File: config.mk
export PLATFORM = sky130hd
export DESIGN_NAME = evg_soft_event_gen
export DESIGN_NICKNAME = d
export VERILOG_FILES = /design/src/rtl/evg_soft_event_gen.sv
export SDC_FILE = /design/constraint.sdc
export NUM_CORES = 1
export LEC_CHECK = 0
export ABC_CLOCK_PERIOD_IN_PS = 6300
export CAP_MARGIN = 20
export CORE_AREA = 2 2 120 122
export DETAILED_ROUTE_END_ITERATION = 8
export DIE_AREA = 0 0 122 124
export PLACE_DENSITY_LB_ADDON = 0.05
export SYNTH_ARGS = -nofsm -noshare
export SYNTH_HDL_FRONTEND = slang
export SYNTH_SLANG_ARGS = --single-unit
File: constraint.sdc
create_clock -name clk -period 6.3 [get_ports clk]
set_clock_uncertainty 0.15 [all_clocks]
set_input_delay 1.89 -clock clk [delete_from_list [all_inputs] [get_ports clk]]
set_output_delay 1.89 -clock clk [all_outputs]
set_load 0.005 [all_outputs]
File: src/rtl/evg_soft_event_gen.sv
// Soft-event generator: queues software event codes and the 1Hz trigger code into a
// serialized, holdoff-spaced event-code stream. Optional loopback pulse: SOFT_EVT_LOOPBACK_EN.
//
// state | meaning
// ------+-------------------------------------------------------------
// IDLE  | waiting for trig_pend or a queued soft request
// SEND  | tx_valid high, tx_code held until tx_ready handshake
// HOLD  | enforcing HOLDOFF idle cycles after an accepted code
module evg_soft_event_gen #(
    parameter int         FIFO_AW       = 2,
    parameter logic [7:0] SOFT_EVT_CODE = 8'h70,
    parameter logic [7:0] TRIG_EVT_CODE = 8'h7D,
    parameter int         HOLDOFF       = 4,
    parameter int         STRETCH       = 4
) (
    input  logic                clk,
    input  logic                reset_n,
    input  logic                clk_enable,
    input  logic                sw_req,
    input  logic [7:0]          sw_code,
    input  logic                evg_trig,
    input  logic [63:0]         evr_TS,
    input  logic                tx_ready,
    output logic                tx_valid,
    output logic [7:0]          tx_code,
    output logic [63:0]         tx_TS,
    output logic [FIFO_AW:0]    fifo_level,
    output logic [31:0]         sent_count,
    output logic [15:0]         drop_count,
    output logic                soft_event_out
);

    localparam int              DEPTH    = 1 << FIFO_AW;
    localparam int              HW       = $clog2(HOLDOFF + 1);
    localparam logic [FIFO_AW:0] FULL_LVL = (FIFO_AW + 1)'(DEPTH);

    if (HOLDOFF < 1 || STRETCH < 1 || SOFT_EVT_CODE == TRIG_EVT_CODE) begin : g_bad_param
        $error("evg_soft_event_gen: HOLDOFF/STRETCH must be >= 1 and event codes distinct");
    end

    typedef enum logic [1:0] {
        IDLE = 2'd0,
        SEND = 2'd1,
        HOLD = 2'd2
    } state_t;

    state_t            state, state_nxt;
    logic              trig_s1, trig_s2, trig_s3;
    logic              trig_edge;
    logic              trig_pend;
    logic              load_trig, pop, handshake;
    logic              push, drop, full;
    logic [HW-1:0]     hold_cnt;
    logic [7:0]        mem [DEPTH];
    logic [FIFO_AW-1:0] wr_ptr, rd_ptr;

    // Synchronizer and edge detector keep running while clk_enable is low.
    always_ff @(posedge clk or negedge reset_n) begin
        if (!reset_n) begin
            trig_s1 <= 1'b0;
            trig_s2 <= 1'b0;
            trig_s3 <= 1'b0;
        end else begin
            trig_s1 <= evg_trig;
            trig_s2 <= trig_s1;
            trig_s3 <= trig_s2;
        end
    end

    assign trig_edge = trig_s2 & ~trig_s3;

    // A new edge wins over a same-cycle consume so it is never lost.
    always_ff @(posedge clk or negedge reset_n) begin
        if (!reset_n)
            trig_pend <= 1'b0;
        else if (trig_edge)
            trig_pend <= 1'b1;
        else if (load_trig)
            trig_pend <= 1'b0;
    end

    always_ff @(posedge clk or negedge reset_n) begin
        if (!reset_n)
            state <= IDLE;
        else
            state <= state_nxt;
    end

    always_comb begin
        state_nxt = state;
        load_trig = 1'b0;
        pop       = 1'b0;
        handshake = 1'b0;
        if (clk_enable) begin
            case (state)
                IDLE: begin
                    if (trig_pend) begin
                        load_trig = 1'b1;
                        state_nxt = SEND;
                    end else if (fifo_level != '0) begin
                        pop       = 1'b1;
                        state_nxt = SEND;
                    end
                end
                SEND: begin
                    if (tx_ready) begin
                        handshake = 1'b1;
                        state_nxt = HOLD;
                    end
                end
                HOLD: begin
                    if (hold_cnt == '0)
                        state_nxt = IDLE;
                end
                default: state_nxt = IDLE;
            endcase
        end
    end

    assign tx_valid = (state == SEND);

    // Holdoff down-counter: HOLDOFF cycles in HOLD, terminal count at zero.
    always_ff @(posedge clk or negedge reset_n) begin
        if (!reset_n)
            hold_cnt <= '0;
        else if (handshake)
            hold_cnt <= HW'(HOLDOFF - 1);
        else if (clk_enable && state == HOLD && hold_cnt != '0)
            hold_cnt <= hold_cnt - HW'(1);
    end

    assign full = (fifo_level == FULL_LVL);
    assign push = sw_req & clk_enable & (~full | pop);
    assign drop = sw_req & clk_enable & full & ~pop;

    always_ff @(posedge clk) begin
        if (push)
            mem[wr_ptr] <= sw_code;
    end

    always_ff @(posedge clk or negedge reset_n) begin
        if (!reset_n) begin
            wr_ptr     <= '0;
            rd_ptr     <= '0;
            fifo_level <= '0;
        end else begin
            if (push)
                wr_ptr <= wr_ptr + FIFO_AW'(1);
            if (pop)
                rd_ptr <= rd_ptr + FIFO_AW'(1);
            if (push && !pop)
                fifo_level <= fifo_level + (FIFO_AW + 1)'(1);
            else if (pop && !push)
                fifo_level <= fifo_level - (FIFO_AW + 1)'(1);
        end
    end

    always_ff @(posedge clk or negedge reset_n) begin
        if (!reset_n) begin
            tx_code    <= 8'h00;
            tx_TS      <= 64'h0;
            sent_count <= 32'h0;
            drop_count <= 16'h0;
        end else begin
            if (load_trig)
                tx_code <= TRIG_EVT_CODE;
            else if (pop)
                tx_code <= mem[rd_ptr];
            if (handshake) begin
                tx_TS      <= evr_TS;
                sent_count <= sent_count + 32'd1;
            end
            if (drop && drop_count != 16'hFFFF)
                drop_count <= drop_count + 16'd1;
        end
    end

`ifdef SOFT_EVT_LOOPBACK_EN
    localparam int SW = $clog2(STRETCH + 1);

    logic [SW-1:0] stretch_cnt;

    // Reload on every soft-code handshake so a retrigger restarts the full width.
    always_ff @(posedge clk or negedge reset_n) begin
        if (!reset_n)
            stretch_cnt <= '0;
        else if (handshake && tx_code == SOFT_EVT_CODE)
            stretch_cnt <= SW'(STRETCH);
        else if (clk_enable && stretch_cnt != '0)
            stretch_cnt <= stretch_cnt - SW'(1);
    end

    assign soft_event_out = (stretch_cnt != '0);
`else
    assign soft_event_out = 1'b0;
`endif

endmodule

# Yosys cells after proc, flatten, opt, wreduce, memory -nomap -nowiden
# Memories as Yosys holds them, arrays and structs flattened.
# Cells that the tools add are included.
dict set report totals {
  elab_cells 78
  n_memories 1
  ramBits 32
  ff_bits 136
  in_bits 78
  out_inout_bits 125
}
dict set report classes {
  bitwise_logic 9
  eq_ne 7
  reduce_logical 16
  muxes 25
  n_addsub 7
}
# name depth word_bits read_ports rd_ports_with_merged_regs wr line
set memory_table {}
lappend memory_table {mem 4 8 1 0 1 54} ;# logic [7:0] mem [DEPTH];
# cell n
set op_table {}
lappend op_table {{adder 32 x 1 -> 32 bit (second input constant)} 1}
lappend op_table {{adder 16 x 1 -> 16 bit (second input constant)} 1}
lappend op_table {{two-way mux 8 bit} 2}
lappend op_table {{inequality test 16 bit (second input constant)} 1}
lappend op_table {{two-way mux 1 bit} 14}
lappend op_table {{two-way mux 3 bit} 4}
lappend op_table {{two-way mux 2 bit} 4}
lappend op_table {{nonzero test 2 bit} 4}
lappend op_table {{one-hot mux 2 bit (3 select lines)} 1}
lappend op_table {{nonzero test 3 bit} 2}
lappend op_table {{subtractor 3 x 1 -> 3 bit (second input constant)} 2}
lappend op_table {{bitwise AND 1 bit} 5}
lappend op_table {{logical AND 1 bit} 5}
lappend op_table {{adder 2 x 1 -> 2 bit (second input constant)} 2}
lappend op_table {{inequality test 2 bit (second input constant)} 2}
lappend op_table {{AND reduction 4 bit} 1}
lappend op_table {{adder 3 x 1 -> 3 bit (second input constant)} 1}
lappend op_table {{equality test 3 bit (second input constant)} 1}
lappend op_table {{logical NOT 3 bit} 1}
lappend op_table {{inequality test 3 bit (second input constant)} 1}
lappend op_table {{NOT 1 bit} 3}
lappend op_table {{equality test 2 x 1 -> 1 bit (second input constant)} 1}
lappend op_table {{equality test 2 bit (second input constant)} 1}
lappend op_table {{logical NOT 1 bit} 2}
lappend op_table {{other kinds (2)} 2}

# Depth between registers and ports, before layout
dict set report depth {
  depth_word 11
  ltp_mapped 10
  ltp_nobuf 9
}

# Least setup slack after synthesis
# Ideal clock, no wire load.
dict set report synth_path {
  kind {input -> register}
  start {input port clk_enable}
  end {register fifo_level[1]}
  arrival_time_ns 3.659
  required_ns 6.025
  setup_slack_ns 2.367
  path_stages 7
  setup_time_ns 0.125
  path_cell_list {or3b_1 nor3_1 inv_2 ha_1 inv_1 fa_1 mux2_2}
}
dict set report synth_between {
  elab_chain_cells 6
  word_cells_on_any_way 10
  classes_between {mux (2); bitwise (3); reduce/logical (5)}
}
# element line
set synth_lines {}
lappend synth_lines {{start, declared} 18} ;# input logic clk_enable,
lappend synth_lines {{two-way mux 1 bit} 94} ;# if (clk_enable) begin
lappend synth_lines {{OR 1 bit} 133} ;# assign push = sw_req & clk_enable & (~full | pop);
lappend synth_lines {{bitwise AND 1 bit} 133}
lappend synth_lines {{logical NOT 1 bit} 153} ;# else if (pop && !push)
lappend synth_lines {{logical AND 1 bit} 153}
lappend synth_lines {{nonzero test 2 bit (no line)} --}
lappend synth_lines {{end signal, assigned} 152} ;# fifo_level <= fifo_level + (FIFO_AW + 1)'(1);
lappend synth_lines {{end signal, assigned} 154} ;# fifo_level <= fifo_level - (FIFO_AW + 1)'(1);
lappend synth_lines {{end, declared} 27} ;# output logic [FIFO_AW:0] fifo_level,
# Several ways; a longest one is shown, not always the timed one.
# A chain may end at the register's enable or synchronous reset.

# Final worst setup path
# Same ends and word-level chain as after synthesis.

==> out/results.ini <==
[layout]
fillers=1007
drive_above_1_share_pct=7.00
syn2layout_area_growth_pct=39.5
diodes=0
layout_common_cells=214 x nand2_1, 200 x clkdlybuf4s50_1, 136 x dfrtp_1
postLayoutCoreUtil_pct=70.9
final_common_cell=nand2_1
nets=903

[cts]
path_clk_slew_ps=60
clk_latency_ps=420
numCtsBuffers=17
cts_tree=built
post_cts_resized=0
cts_buffer_depth=2
cts_root_buffer=clkbuf_16
cts_max_level=4
post-cts-setup-buffers=0
cts.sinks=168
ctsHoldBuffers=0

[placed_design]
hpwlAfterDp_um=11700
io_buffers=201
routabilityCongestion=0.778

[synthesis]
synth_nets=705
synth_edf_count=32
synth_area_sq_um=6970
ys_seq_elements=168
syn_area_per_cell_sq_um=11.3
async_flop_share_pct=81.0
yosys.cell_types.count=45
yosysSeqAreaShare_pct=62.6
synth_ff_type=dfrtp_1
synthCells=617
yosysWarnings=0

[floorplanning]
die_area_sq_um=15100
initial_utilization_pct=50.8
row_count=43
ios=203
core_region_area_sq_um=13700
die_w_um=122
fp.dieH_um=124

[setup_path]
cp.arrival_ps=4530
cpPeakStageDelay_ps=630
cp.buffers_inverters=3
critPathRequiredTime_ps=6460
start_kind=primary input
cp-end-kind=flop
regToRegSetupSlack_ps=3550
path_class=in -> reg
cp_slowest_cell=clkdlybuf4s50_1
path_cells=clkdlybuf4s50_1 -> or3b_1 -> nor3_1 -> inv_2 -> ha_1 -> inv_1 -> fa_1 -> mux2_2
cp_max_fo=7
cp_top_family=buffers and inverters

[grt]
grt_pass1_vias=5151
grt-ovfl-total=0
grt_pass1_wl_um=26200
track_usage_pct=22.9
antenna_found_initial=0
grt_max_degree=86

[power_and_ir_drop]
p_leak_nw=4.23
powerDensity_nw_per_um2=392
ir_drop_uv=246
power_mw=3.81

[timing]
final-setup-viol-count=0
min_period_ps=4370
rsz0062_at_grt=false
clock.fmax_ghz=0.229
hold_viol_final=0
setup_tns_ps=0
period_share_pct=69.4
worst_slew_pin_slew_ps=1020
relSlewSlack_pct=31.5
final_max_slew_viol_count=0

[flow_run]
cap_viol_max_count=0

[detailed_routing]
drtAntennaViolNets=0
via_per_inst=5.14
vias=5180
firstDrtPassIters=7
wl_per_cell_um=16.4
route.detailed.drc=0
drt_iter0_drc=269
wirelength_um=16500

[min_path]
hp-class=reg -> reg

[outcome]
status=finished clean

-- per-layer routing --
metal,track usage (%),vias up,wire (um)
met5,0,-,0
met1,28.2,2542,6750
met2,37.3,160,8220
li1,-,2449,-
met3,8.20,29,1230
met4,8.48,0,342
-- power breakdown --
part,internal (mW),switching (mW)
combinational,0.674,0.456
sequential,1.40,0.230
clock,0.621,0.422
-- final timing paths --
path | start | depth (start not counted) | endpoint
setup / recovery | clk_enable | 8 | fifo_level[1]
setup reg to reg | state[1] | 7 | fifo_level[1]
min in group asynchronous | reset_n | 1 | drop_count[9]
hold reg to reg | trig_s1 | 0 | trig_s2
max in group asynchronous | reset_n | 2 | tx_TS[42]
hold / removal | trig_s1 | 0 | trig_s2
-- flip-flops by register name (all words and copies together), names as in the netlist, 2 cells and up --
register    count
fifo_level      3
state           2
tx_code         8
mem            32
hold_cnt        3
rd_ptr          2
sent_count     32
drop_count     16
wr_ptr          2
tx_TS          64
-- final cells by class --
class	count	area [sq um]	area share, %
clock buffers	19	433	4.45
well taps	180	225	2.32
inverters	14	52.6	0.540
clock inverters	13	156	1.61
multi-input cells	409	2450	25.2
flip-flops and latches	168	4360	44.9
repair buffers	205	2040	21.0
-- cell families after synthesis --
family                     after synthesis  synth area share (%)
AOI/OAI and AO/OA                       16                  1.60
xor gates and xnor gates                53                  6.66
adders and majority gates               10                  1.90
buffers and inverters                   40                  2.39
DFF                                    168                  62.6
muxes                                   12                  3.23
other                                    1                0.0538
and+or+nand+nor                        317                  21.6
-- cells in the mapped netlist (all sizes together) (3+ instances only) --
library cell,n,area [sq um]
nor3,7,35.0
nand4,25,156
nand3,18,90.1
o21ai,5,25.0
ha,9,113
xnor2,37,324
mux4,8,180
nor2,15,56.3
buf,9,48.8
dfrtp,136,3400
nand2,214,803
edfxtp,32,961
clkbuf,17,65.1
and3,6,37.5
o22a,5,43.8
xor2,16,140
mux2,4,45.0
nor4,10,126
and4,3,26.3
and2,7,43.8
inv,14,52.6
-- through the flow --
step                cells  hold WS (ps)  instance area, sq um  worst slack, ps
finish               1008           200                  9720             1930
CTS                  1008           201                  9720             1920
global placement      976           187                  9130             1580
global route         1008           207                  9720             1740
detailed placement    976           186                  9130             1490
floorplan             617           181                  6970             2370
Power figures use the tool's default switching activity.
